### src/rtl/fb_pkg.sv
// -----------------------------------------------------------------------------
// fb_pkg
// Shared constants for the QQVGA frame buffer read path: image geometry,
// BRAM port widths, RGB444 field layout and the colour-bar table used by
// the optional test-pattern generator (FB_TEST_PATTERN_EN).
// -----------------------------------------------------------------------------
package fb_pkg;

    localparam int FB_IMG_W      = 160;
    localparam int FB_IMG_H      = 120;
    localparam int FB_ADDR_WIDTH = 15;
    localparam int FB_DATA_WIDTH = 12;
    localparam int FB_DEPTH      = FB_IMG_W * FB_IMG_H;
    localparam int FB_SCALE      = 4;

    // RGB444 field positions: R=[11:8], G=[7:4], B=[3:0].
    typedef struct packed {
        logic [3:0] r;
        logic [3:0] g;
        logic [3:0] b;
    } rgb444_t;

    // Colour bars: 8 bars, each 20 source pixels wide.
    localparam int FB_NUM_BARS = 8;
    localparam int FB_BAR_W    = FB_IMG_W / FB_NUM_BARS;

    localparam rgb444_t FB_BAR_RGB [FB_NUM_BARS] = '{
        12'hFFF, 12'hFF0, 12'h0FF, 12'h0F0,
        12'hF0F, 12'hF00, 12'h00F, 12'h000
    };

endpackage

### src/rtl/fb_vga_reader_if.sv
// -----------------------------------------------------------------------------
// fb_vga_reader_if
// Frame buffer read port (BRAM port B, clkb domain).
//   addrb : read address, driven by the reader
//   doutb : read data, valid one cycle after addrb
// Modports: master = reader side, slave = BRAM side.
// -----------------------------------------------------------------------------
interface fb_vga_reader_if
    import fb_pkg::*;
#(
    parameter int ADDR_WIDTH = FB_ADDR_WIDTH,
    parameter int DATA_WIDTH = FB_DATA_WIDTH
);
    logic [ADDR_WIDTH-1:0] addrb;
    logic [DATA_WIDTH-1:0] doutb;

    modport master (output addrb, input  doutb);
    modport slave  (input  addrb, output doutb);
endinterface

### src/rtl/fb_sync_delay.sv
// -----------------------------------------------------------------------------
// fb_sync_delay
// N-stage shift register with a per-bit reset value; used to delay the VGA
// sync/de strobes and the in-image flag so they line up with the pixel data.
// Ports:
//   clk, rst : clock, synchronous active-high reset
//   d        : W-bit input, sampled every cycle
//   q        : d delayed by N cycles
// -----------------------------------------------------------------------------
module fb_sync_delay #(
    parameter int           N         = 3,
    parameter int           W         = 1,
    parameter logic [W-1:0] RESET_VAL = '0
) (
    input  logic         clk,
    input  logic         rst,
    input  logic [W-1:0] d,
    output logic [W-1:0] q
);

    logic [W-1:0] stage [N];

    // NOTE: these stages carry sync levels that must be idle right after
    // reset, so they are reset; a pure data store would be left unreset.
    always_ff @(posedge clk) begin
        if (rst) begin
            for (int i = 0; i < N; i++) stage[i] <= RESET_VAL;
        end else begin
            stage[0] <= d;
            for (int i = 1; i < N; i++) stage[i] <= stage[i-1];
        end
    end

    assign q = stage[N-1];

endmodule

### src/rtl/fb_vga_reader.sv
// -----------------------------------------------------------------------------
// fb_vga_reader
// Read side of the QQVGA frame buffer. Follows 640x480 VGA timing, upscales
// the 160x120 RGB444 image by SCALE in both axes, generates BRAM port-B read
// addresses and emits pixel-aligned RGB plus sync/de delayed by 3 cycles.
// Optional feature macro: FB_TEST_PATTERN_EN (adds pattern_sel colour bars).
// Ports:
//   clk, rst              : VGA pixel clock (= clkb), synchronous active-high reset
//   hsync_in/vsync_in/de_in : VGA timing inputs
//   bram                  : frame buffer read port (addrb out, doutb in)
//   pattern_sel           : (FB_TEST_PATTERN_EN only) select colour bars
//   rgb_out               : registered pixel, aligned with de_out
//   hsync_out/vsync_out/de_out : timing inputs delayed by 3 cycles
//   frame_start           : one-cycle pulse on vsync_in entering its active level
// -----------------------------------------------------------------------------
module fb_vga_reader
    import fb_pkg::*;
#(
    parameter int                   DATA_WIDTH   = FB_DATA_WIDTH,
    parameter int                   IMG_W        = FB_IMG_W,
    parameter int                   IMG_H        = FB_IMG_H,
    parameter int                   ADDR_WIDTH   = FB_ADDR_WIDTH,
    parameter int                   SCALE        = FB_SCALE,
    parameter logic                 VSYNC_ACTIVE = 1'b0,
    parameter logic [DATA_WIDTH-1:0] BORDER_RGB  = '0
) (
    input  logic                  clk,
    input  logic                  rst,
    input  logic                  hsync_in,
    input  logic                  vsync_in,
    input  logic                  de_in,
    fb_vga_reader_if.master       bram,
`ifdef FB_TEST_PATTERN_EN
    input  logic                  pattern_sel,
`endif
    output logic [DATA_WIDTH-1:0] rgb_out,
    output logic                  hsync_out,
    output logic                  vsync_out,
    output logic                  de_out,
    output logic                  frame_start
);

    localparam int SW = (SCALE > 1) ? $clog2(SCALE) : 1;
    localparam int XW = $clog2(IMG_W + 1);
    localparam int YW = $clog2(IMG_H + 1);

    localparam logic [SW-1:0]         S_LAST   = SW'(SCALE - 1);
    localparam logic [XW-1:0]         X_END    = XW'(IMG_W);
    localparam logic [XW-1:0]         X_LAST   = XW'(IMG_W - 1);
    localparam logic [YW-1:0]         Y_END    = YW'(IMG_H);
    localparam logic [ADDR_WIDTH-1:0] ROW_STEP = ADDR_WIDTH'(IMG_W);
    localparam logic                  SYNC_IDLE = ~VSYNC_ACTIVE;

    logic [SW-1:0]         xs, ys;
    logic [XW-1:0]         x_img;
    logic [YW-1:0]         y_img;
    logic [ADDR_WIDTH-1:0] row_base, addr_cur;
    logic                  frame_valid, vsync_prev, de_prev;

    logic fs_edge, line_end, in_img, xs_wrap, ys_wrap;
    logic de_d2, in_img_d2;
    logic [DATA_WIDTH-1:0] pix_rgb;

    assign fs_edge  = (vsync_in == VSYNC_ACTIVE) && (vsync_prev != VSYNC_ACTIVE);
    assign line_end = de_prev && !de_in;
    assign in_img   = de_in && frame_valid && (x_img < X_END) && (y_img < Y_END);
    assign xs_wrap  = (xs == S_LAST);
    assign ys_wrap  = (ys == S_LAST);

    // NOTE: all state below uses non-blocking assignments so every register
    // sees the pre-edge values of the others, independent of statement order.
    always_ff @(posedge clk) begin
        if (rst) begin
            xs          <= '0;
            ys          <= '0;
            x_img       <= '0;
            y_img       <= '0;
            row_base    <= '0;
            addr_cur    <= '0;
            frame_valid <= 1'b0;
            vsync_prev  <= SYNC_IDLE;
            de_prev     <= 1'b0;
            frame_start <= 1'b0;
            bram.addrb  <= '0;
        end else begin
            vsync_prev  <= vsync_in;
            de_prev     <= de_in;
            frame_start <= fs_edge;

            // Out-of-image pixels leave addrb untouched, which also keeps it
            // inside the image because addr_cur is only used while in-image.
            if (in_img) bram.addrb <= addr_cur;

            // Frame start has priority over a coincident line end.
            if (fs_edge) begin
                xs          <= '0;
                ys          <= '0;
                x_img       <= '0;
                y_img       <= '0;
                row_base    <= '0;
                addr_cur    <= '0;
                frame_valid <= 1'b1;
            end else if (de_in) begin
                if (xs_wrap) begin
                    xs <= '0;
                    if (x_img < X_END)  x_img    <= x_img + XW'(1);
                    if (x_img < X_LAST) addr_cur <= addr_cur + ADDR_WIDTH'(1);
                end else begin
                    xs <= xs + SW'(1);
                end
            end else if (line_end) begin
                // Every source line is replayed SCALE times from row_base.
                xs    <= '0;
                x_img <= '0;
                if (ys_wrap) begin
                    ys <= '0;
                    if (y_img < Y_END) begin
                        y_img    <= y_img + YW'(1);
                        row_base <= row_base + ROW_STEP;
                        addr_cur <= row_base + ROW_STEP;
                    end else begin
                        addr_cur <= row_base;
                    end
                end else begin
                    ys       <= ys + SW'(1);
                    addr_cur <= row_base;
                end
            end
        end
    end

    fb_sync_delay #(
        .N(3), .W(3), .RESET_VAL({SYNC_IDLE, SYNC_IDLE, 1'b0})
    ) u_sync_dly (
        .clk(clk), .rst(rst),
        .d({hsync_in, vsync_in, de_in}),
        .q({hsync_out, vsync_out, de_out})
    );

    // Two stages: the third is the rgb_out register itself.
    fb_sync_delay #(
        .N(2), .W(2), .RESET_VAL(2'b00)
    ) u_img_dly (
        .clk(clk), .rst(rst),
        .d({de_in, in_img}),
        .q({de_d2, in_img_d2})
    );

`ifdef FB_TEST_PATTERN_EN
    localparam int             BPW      = $clog2(FB_BAR_W);
    localparam logic [BPW-1:0] BAR_LAST = BPW'(FB_BAR_W - 1);

    logic [BPW-1:0] bar_px;
    logic [2:0]     bar_idx;
    rgb444_t        bar_rgb;
    logic           pat_sel_d2;
    logic [11:0]    bar_rgb_d2;

    // Bar counter advances with x_img, so each bar spans FB_BAR_W source pixels.
    always_ff @(posedge clk) begin
        if (rst || fs_edge) begin
            bar_px  <= '0;
            bar_idx <= '0;
        end else if (de_in) begin
            if (xs_wrap && (x_img < X_END)) begin
                if (bar_px == BAR_LAST) begin
                    bar_px <= '0;
                    if (bar_idx != 3'd7) bar_idx <= bar_idx + 3'd1;
                end else begin
                    bar_px <= bar_px + BPW'(1);
                end
            end
        end else if (line_end) begin
            bar_px  <= '0;
            bar_idx <= '0;
        end
    end

    assign bar_rgb = FB_BAR_RGB[bar_idx];

    fb_sync_delay #(
        .N(2), .W(13), .RESET_VAL(13'h0)
    ) u_pat_dly (
        .clk(clk), .rst(rst),
        .d({pattern_sel, bar_rgb}),
        .q({pat_sel_d2, bar_rgb_d2})
    );

    assign pix_rgb = pat_sel_d2 ? DATA_WIDTH'(bar_rgb_d2) : bram.doutb;
`else
    assign pix_rgb = bram.doutb;
`endif

    always_ff @(posedge clk) begin
        if (rst || !de_d2) rgb_out <= '0;
        else if (!in_img_d2) rgb_out <= BORDER_RGB;
        else rgb_out <= pix_rgb;
    end

endmodule

### src/flat_wrapper.sv
// flat-port wrapper written by rule: the top's interface ports become plain ports
module fb_vga_reader_flat import fb_pkg::*;
#(
    parameter int                   DATA_WIDTH   = FB_DATA_WIDTH,
    parameter int                   IMG_W        = FB_IMG_W,
    parameter int                   IMG_H        = FB_IMG_H,
    parameter int                   ADDR_WIDTH   = FB_ADDR_WIDTH,
    parameter int                   SCALE        = FB_SCALE,
    parameter logic                 VSYNC_ACTIVE = 1'b0,
    parameter logic [DATA_WIDTH-1:0] BORDER_RGB  = '0
)
  (clk, rst, hsync_in, vsync_in, de_in, rgb_out, hsync_out, vsync_out, de_out, frame_start, bram_addrb, bram_doutb);
  fb_vga_reader_if #(.ADDR_WIDTH(ADDR_WIDTH), .DATA_WIDTH(DATA_WIDTH)) bram_i ();
  input  logic clk;
  input  logic rst;
  input  logic hsync_in;
  input  logic vsync_in;
  input  logic de_in;
  output logic [DATA_WIDTH-1:0] rgb_out;
  output logic hsync_out;
  output logic vsync_out;
  output logic de_out;
  output logic frame_start;
  output wire logic [$bits(bram_i.addrb)-1:0] bram_addrb;
  input wire logic [$bits(bram_i.doutb)-1:0] bram_doutb;
  assign bram_addrb = bram_i.addrb;
  assign bram_i.doutb = bram_doutb;
  fb_vga_reader #(.DATA_WIDTH(DATA_WIDTH), .IMG_W(IMG_W), .IMG_H(IMG_H), .ADDR_WIDTH(ADDR_WIDTH), .SCALE(SCALE), .VSYNC_ACTIVE(VSYNC_ACTIVE), .BORDER_RGB(BORDER_RGB)) u_core (.clk(clk), .rst(rst), .hsync_in(hsync_in), .vsync_in(vsync_in), .de_in(de_in), .bram(bram_i), .rgb_out(rgb_out), .hsync_out(hsync_out), .vsync_out(vsync_out), .de_out(de_out), .frame_start(frame_start));
endmodule
### config.mk
export PLATFORM = sky130hd
export DESIGN_NAME = fb_vga_reader_flat
export DESIGN_NICKNAME = d
export VERILOG_FILES = /design/src/rtl/fb_pkg.sv /design/src/rtl/fb_vga_reader_if.sv /design/src/rtl/fb_sync_delay.sv /design/src/rtl/fb_vga_reader.sv /design/src/flat_wrapper.sv
export SDC_FILE = /design/constraint.sdc
export NUM_CORES = 1
export LEC_CHECK = 0
export CORE_UTILIZATION = 40
export CTS_CLUSTER_SIZE = 20
export DETAILED_ROUTE_END_ITERATION = 8
export GPL_TIMING_DRIVEN = 0
export HOLD_SLACK_MARGIN = 0.03
export SYNTH_ARGS = -nofsm -noshare
export SYNTH_HDL_FRONTEND = slang
export SYNTH_SLANG_ARGS = --single-unit
### constraint.sdc
create_clock -name clk -period 4.5 [get_ports clk]
set_input_delay 0.9 -clock clk [delete_from_list [all_inputs] [get_ports clk]]
set_output_delay 0.9 -clock clk [all_outputs]
set_load 0.02 [all_outputs]
==> Word level (Yosys, flattened, before mapping) <==
Memories as Yosys holds them, arrays and structs flattened.
Cells that the tools add are included.
{ "op_classes": {"muxes": 22, "eq_ne": 5, "reduce_logical": 15, "bitwise": 8, "n_addsub": 6, "n_lt_le_gt_ge": 3} }
{ "op_table": {"columns": ["op", "count"], "rows": [
  ["$mux 15", 6],
  ["$mux 8", 4],
  ["$lt 8x8->1 const B", 2],
  ["$add 15x1->15 const B", 1],
  ["$add 15x8->15 const B", 1],
  ["$mux 2", 6],
  ["$mux 3", 3],
  ["$add 8x1->8 const B", 1],
  ["$add 7x1->7 const B", 1],
  ["$lt 7x7->1 const B", 1],
  ["$ne 2x1->1 const B", 3],
  ["$reduce_and 3->1", 2],
  ["$logic_and 1x1->1", 5],
  ["$or 1x1->1", 5],
  ["$add 2x1->2 const B", 2],
  ["$eq 2x2->1 const B", 2],
  ["$reduce_and 4->1", 1],
  ["$reduce_or 2->1", 2],
  ["$mux 1", 3],
  ["$not 1->1", 3],
  ["$logic_not 1->1", 2],
  ["$reduce_and 2->1", 1],
  ["$reduce_bool 2->1", 1],
  ["$logic_or 1x1->1", 1]
]} }
{ "totals": {"memories": 2, "reg_bits": 80, "ram_bits": 13, "input_bits": 17, "out_inout_bits": 31} }
{ "memory_table": {"columns": ["name", "words", "word_bits", "read_ports", "rd_clocked_by_memory_dff", "write_ports", "line", "source"], "rows": [
  ["u_core.u_sync_dly.stage", 3, 3, 3, 0, 3, "fb_sync_delay.sv:21", "logic [W-1:0] stage [N];"],
  ["u_core.u_img_dly.stage", 2, 2, 2, 0, 2, "fb_sync_delay.sv:21", null]
]} }

==> Longest topological paths before layout <==
Gate-level depths: netlist of run 1.
{ "depth": {"depth_word": 5, "ltp_mapped": 8, "ltp_nobuf": 7} }

==> Cells and area by module <==
A second synthesis of run 1 with hierarchy kept.
{ "hier_totals": {"cells_unflattened": 404, "area_unflattened_um2": 3644.7} }
{ "modules_own_cells": {"columns": ["mod", "cells_each", "area_per_inst_um2", "n_inst"], "rows": [
  ["fb_vga_reader", 373, 3265.6, 1],
  ["fb_sync_delay (u_core.u_sync_dly)", 21, 259.0, 1],
  ["fb_sync_delay (u_core.u_img_dly)", 10, 120.1, 1]
]} }

==> Least setup slack after synthesis of run 1 <==
No wires, ideal clock.
{ "synth_timing": {"kind": "input to register", "from": "in de_in", "to": "reg u_core.y_img[5]", "arrival_time_ns": 2.001, "n_path_buf": 1, "path_stages": 7, "required_ns": 4.372, "slack_ns": 2.371, "setup_ns": 0.128, "cell_sequence": "nand2b_1 buf_2 nor3_4 and4_1 nand3_1 xor2_1 nor2_1"} }
{ "synth_between": {"elab_chain_cells": 3, "word_cells_on_any_way": 4, "classes_between": "bitwise (1); reduce/logical (3)"} }
{ "synth_rtl": {"columns": ["item", "line", "source"], "rows": [
  ["start: declaration", "flat_wrapper.sv:18", "input logic de_in;"],
  ["$logic_not 1->1", "fb_vga_reader.sv:65", "assign line_end = de_prev && !de_in;"],
  ["$logic_and 1x1->1", "fb_vga_reader.sv:65", null],
  ["$reduce_and 4->1 (no line) *", null, null],
  ["end signal: assignment", "fb_vga_reader.sv:118", "y_img <= y_img + YW'(1);"],
  ["end: declaration", "fb_vga_reader.sv:56", "logic [YW-1:0] y_img;"]
]} }
Mark *: on every way between the ends. The rest lies on a longest branch, timed or not.
A chain may end at the register's enable or synchronous reset.

==> Worst setup path after layout of run 1 <==
Same ends and word-level chain as after synthesis.

==> results.txt, run 1 <==
----------------------------------------------------
[Outcome]
  Status ... finished clean

[Synth]
  Most used standard cell by instance count after synthesis ... dfxtp_1
  Dominant synthesized flop cell ... dfxtp_1
  Netlist area before placement ... 3450 um^2
  Distinct cells, synth ... 44
  Yosys reg bits ... 84
  Async S/R FF share, synth ... 0%
  Library cell occupying the most area in the post-synthesis netlist ... dfxtp_1
  Post-synthesis area per instance ... 9.10 um^2
  Yosys synthesis warning count ... 0
  Gate Count Post-Synth ... 379
  Most frequent cells after synthesis ... dfxtp_1 (84), nor2_1 (62), nand2_1 (27), a21oi_1 (21), mux2i_1 (16)
  Cell types occupying the most area after synthesis ... dfxtp_1 (49%), nor2_1 (6.8%), mux2i_1 (4.6%)
  Synth Net Count ... 402
  Number of enable-type register cells in the synthesized netlist ... 0
  Area share of the largest cell type after synthesis ... between 40% and 50%
  Portion of the post-synthesis area used by sequential elements ... 48.8%

[Global route]
  Global route overflow ... 0
  Gr usage total ... 17.3%
  Pin count of the biggest net entering global routing ... 16
  Via count of the first global-routing pass ... 2,523
  Antenna violations before repair ... 0
  First-pass GRT wire length ... 11.9 mm

[Route]
  Total number of vias ... 2,817
  Drt wl/cell ... 13.5 um
  DRC violation total after the first TritonRoute iteration ... 121
  Final Routed Wirelength ... approximately 7.4 mm
  Detail-routed via count per cell ... 5.15
  Count of antenna-violating nets left after detailed routing ... 0
  Router iterations before antenna repair ... 4
  Number of design rule violations left after detail routing ... 0

[Worst hold path]
  Class of the worst hold path ... flip-flop to flip-flop
  Hold Crit Start ... u_core.u_sync_dly.stage[0][5]$_SDFF_PP1_
  Endpoint of the worst hold-timing path ... u_core.u_sync_dly.stage[0][8]$_SDFF_PP1_
  Hold Path Cell Cnt ... 1

[Power and ir drop]
  Part of the power in registers ... a little over half
  Fraction of power spent switching nets ... 22.5%
  Clock power share ... 41.9%
  Power Dens Cells ... around 330 nW/um^2
  Total power draw ... about 1.4 mW
  Net switching component of the power ... around 0.32 mW
  Peak VDD IR ... about 0.00018 V
  Design internal power ... ~1.1 mW
  Part of the power in combinational logic ... 4.9%
  P_leak ... 1.65 nW

[Timing]
  Pin slew with the least headroom to its limit ... 0.613 ns
  Max frequency ... around 390 MHz
  Max-Slew Margin vs Limit ... 58.7%
  Final count of hold timing violations ... 0
  Slew Limit Fails ... 0
  Ratio of final minimum period to clock period ... 56.5%
  Final critical delay including setup and external delays ... 2.54 ns
  Largest clock skew in the final design ... 0.00950 ns
  Setup repair after global routing missed its margin ... false
  Final worst setup slack ... 1.96 ns
  Aggregate negative setup slack ... 0 ns
  Final setup violating endpoints ... 0
  Worst hold margin ... 0.414 ns

[Setup path]
  Capture point of the worst reg-to-reg path ... u_core.addr_cur[8]$_SDFFE_PP0P_
  Type of the worst setup path ... input port to flip-flop
  Worst EP required ... 4.74 ns
  Critical Path Source Type ... input port
  Source of the worst register-to-register timing path ... u_core.x_img[0]$_SDFFE_PP0P_
  Critical path fanouts, max ... 9
  Register-to-register path setup slack ... about 2.3 ns
  Category of the worst setup path capture point ... flip-flop
  Worst Reg-to-Reg Cells ... 7
  Worst endpoint data arrival time ... 2.78 ns

[Placed design]
  Number of port buffers ... 47
  Final weighted congestion in routability-driven placement ... around 0.9
  Number of cells in the design after placement ... roughly 530
  Post-DP HPWL ... 5.38 mm
  Pre-CTS setup slack ... 1.56 ns
  Post-Place Cell Area ... 4050 um^2

[Finish]
  Number of filler cells placed in the layout ... slightly above 800
  Nets ... 460
  Final Instance Count excl. Fillers ... 547
  Proportion of layout cells with a drive suffix above 1 ... 8.14%
  Antenna diode count ... 0
  Final cell utilization of the core ... 51.7%
  Area growth, synth to finish ... 23.9%
  Design area ... roughly 4300 um^2

[Die]
  Core Rows ... 33
  Core box area ... 8260 um^2
  Initial Util ... 41.7%
  Die W ... 94.8 um
  I/O pin count ... 48
  Floorplan die area ... 8990 um^2
  Floorplan die height ... 94.8 um

[CTS]
  Depth of the CTS H-tree ... 3
  TritonCTS clock tree ... built
  Post-cts sizing count ... 0
  Number of CTS-inserted buffers ... 9
  Worst-skew pair later-pin latency ... 0.35 ns
  Clock transition at the registers of the reported paths ... 0.09 ns
  Max Root-Sink Buffers ... 2
  Clock root buffer ... clkbuf_8
  Setup fix buffers added after clock tree synthesis ... 0
  Clock sink count ... 84
  Count of hold buffers inserted by post-cts repair ... 0

[Flow run]
  Max-cap violations ... 0

----------------------------------------------------
## flip-flops by register name, summed over array words and instances, names as in the netlist
register	count
u_core.addr_cur	15
u_core.bram.addrb	15
u_core.rgb_out	12
u_core.row_base	10
u_core.u_sync_dly.stage	9
u_core.x_img	8
u_core.y_img	7
u_core.u_img_dly.stage	2
u_core.xs	2
u_core.ys	2
u_core.frame_start	1
u_core.frame_valid	1
## placed cells by master, fill, tap and decap left out, drive strengths merged, types with 7 or more instances in the layout
| cell | netlist | layout |
|---|---|---|
| nand2 | 28 | 28 |
| nor3 | 10 | 10 |
| buf | 7 | 7 |
| clkbuf | 11 | 20 |
| xor2 | 15 | 15 |
| mux2i | 16 | 16 |
| nand4 | 9 | 9 |
| and3 | 14 | 14 |
| nor2 | 62 | 62 |
| nor2b | 7 | 7 |
| nand3 | 12 | 12 |
| dfxtp | 84 | 84 |
| clkdlybuf4s50 | 0 | 47 |
| a21oi | 21 | 21 |
| or2 | 7 | 7 |
| o21ai | 13 | 13 |
| xnor2 | 13 | 13 |
## worst max-delay path by stage
stage / endpoint / slack [ns] / start / depth (start not counted)
2_1_floorplan: u_core.y_img[5]$_SDFFE_PP0P_ / 2.37 / de_in / 7
3_5_place_dp: u_core.y_img[5]$_SDFFE_PP0P_ / 1.56 / de_in / 8
4_1_cts: u_core.y_img[5]$_SDFFE_PP0P_ / 1.94 / de_in / 8
6_report: u_core.y_img[5]$_SDFFE_PP0P_ / 1.96 / de_in / 8
5_1_grt: u_core.row_base[12]$_SDFFE_PP0P_ / 1.79 / de_in / 7
3_3_place_gp: u_core.y_img[5]$_SDFFE_PP0P_ / 1.57 / de_in / 8
## area by class of cell
type | instances | area (um^2) | share of cell area, %
Clock buffer | 9 | 124 | 2.90
Multi-Input combinational cell | 274 | 1670 | 39.2
Tap cell | 105 | 131 | 3.08
Inverter | 3 | 11.3 | 0.264
Buffer | 18 | 81.3 | 1.90
Sequential cell | 84 | 1680 | 39.4
Clock inverter | 7 | 98.8 | 2.31
Timing Repair Buffer | 47 | 470 | 11.0
## critical path, stage by stage
cell,delay [ns]
clkdlybuf4s50_1,0.53
nand2b_1,0.20
buf_2,0.19
nor3_4,0.36
and4_1,0.30
nand3_1,0.10
xor2_1,0.15
nor2_1,0.05
## power groups by stage
stage	clock network [mW]	logic, mW	registers [mW]
after floorplan	0	0.0370	0.771
after global placement	0	0.0689	0.770
after detailed placement	0	0.0686	0.771
after CTS	0.614	0.0692	0.753
after global routing	0.641	0.0756	0.754
final	0.593	0.0687	0.753
## kinds of logic (layout without fill, tap and decap cells)
| family | after synthesis | count (layout) | share of synthesized area (%) |
|---|---|---|---|
| xor+xnor | 28 | 28 | 7.11 |
| buf+inv | 21 | 84 | 2.69 |
| fa+ha+maj | 6 | 6 | 2.18 |
| mux | 18 | 18 | 5.30 |
| flops | 84 | 84 | 48.8 |
| compound gates | 56 | 56 | 9.80 |
| simple gates | 166 | 166 | 24.1 |
## per-layer routing
layer  vias to the layer above  routed length (um)  GRT usage, %
met5                         -                   0             0
met2                        69                3330          28.2
met1                      1306                3520          21.0
li1                       1429                   -             -
met3                        13                 365          4.19
met4                         0                 190          9.47
No activity file was read; power rests on OpenSTA's default activity.
==> run 2: changes to the inputs <==
clock period = 2.48 ns   (was 4.5 ns; I/O delays follow)
==> results of run 2 <==
Same layout as run 1 (identical final DEF). Status: finished clean.
Among the figures that moved: setup slack after placement 1.56 ns -> -0.0532 ns; clock-pin slew on the worst setup and hold paths 0.09 ns -> 0.08 ns; setup slack after layout 1.96 ns -> 0.287 ns; start point of the critical path de_in -> u_core.x_img[0]$_SDFFE_PP0P_; end point of the critical path u_core.y_img[5]$_SDFFE_PP0P_ -> u_core.addr_cur[8]$_SDFFE_PP0P_; register-to-register setup slack 2.31 ns -> 0.29 ns; total power 1.41 mW -> 2.57 mW; worst IR drop on VDD 0.000184 V -> 0.000334 V
==> run 3: changes to the inputs <==
CTS_CLUSTER_SIZE = not set   (was 20)
==> results of run 3 <==
Same layout as run 1 (identical final DEF). Status: finished clean.
Among the figures that moved: setup slack after placement 1.56 ns -> -0.0532 ns; clock-pin slew on the worst setup and hold paths 0.09 ns -> 0.08 ns; setup slack after layout 1.96 ns -> 0.287 ns; start point of the critical path de_in -> u_core.x_img[0]$_SDFFE_PP0P_; end point of the critical path u_core.y_img[5]$_SDFFE_PP0P_ -> u_core.addr_cur[8]$_SDFFE_PP0P_; register-to-register setup slack 2.31 ns -> 0.29 ns; total power 1.41 mW -> 2.57 mW; worst IR drop on VDD 0.000184 V -> 0.000334 V
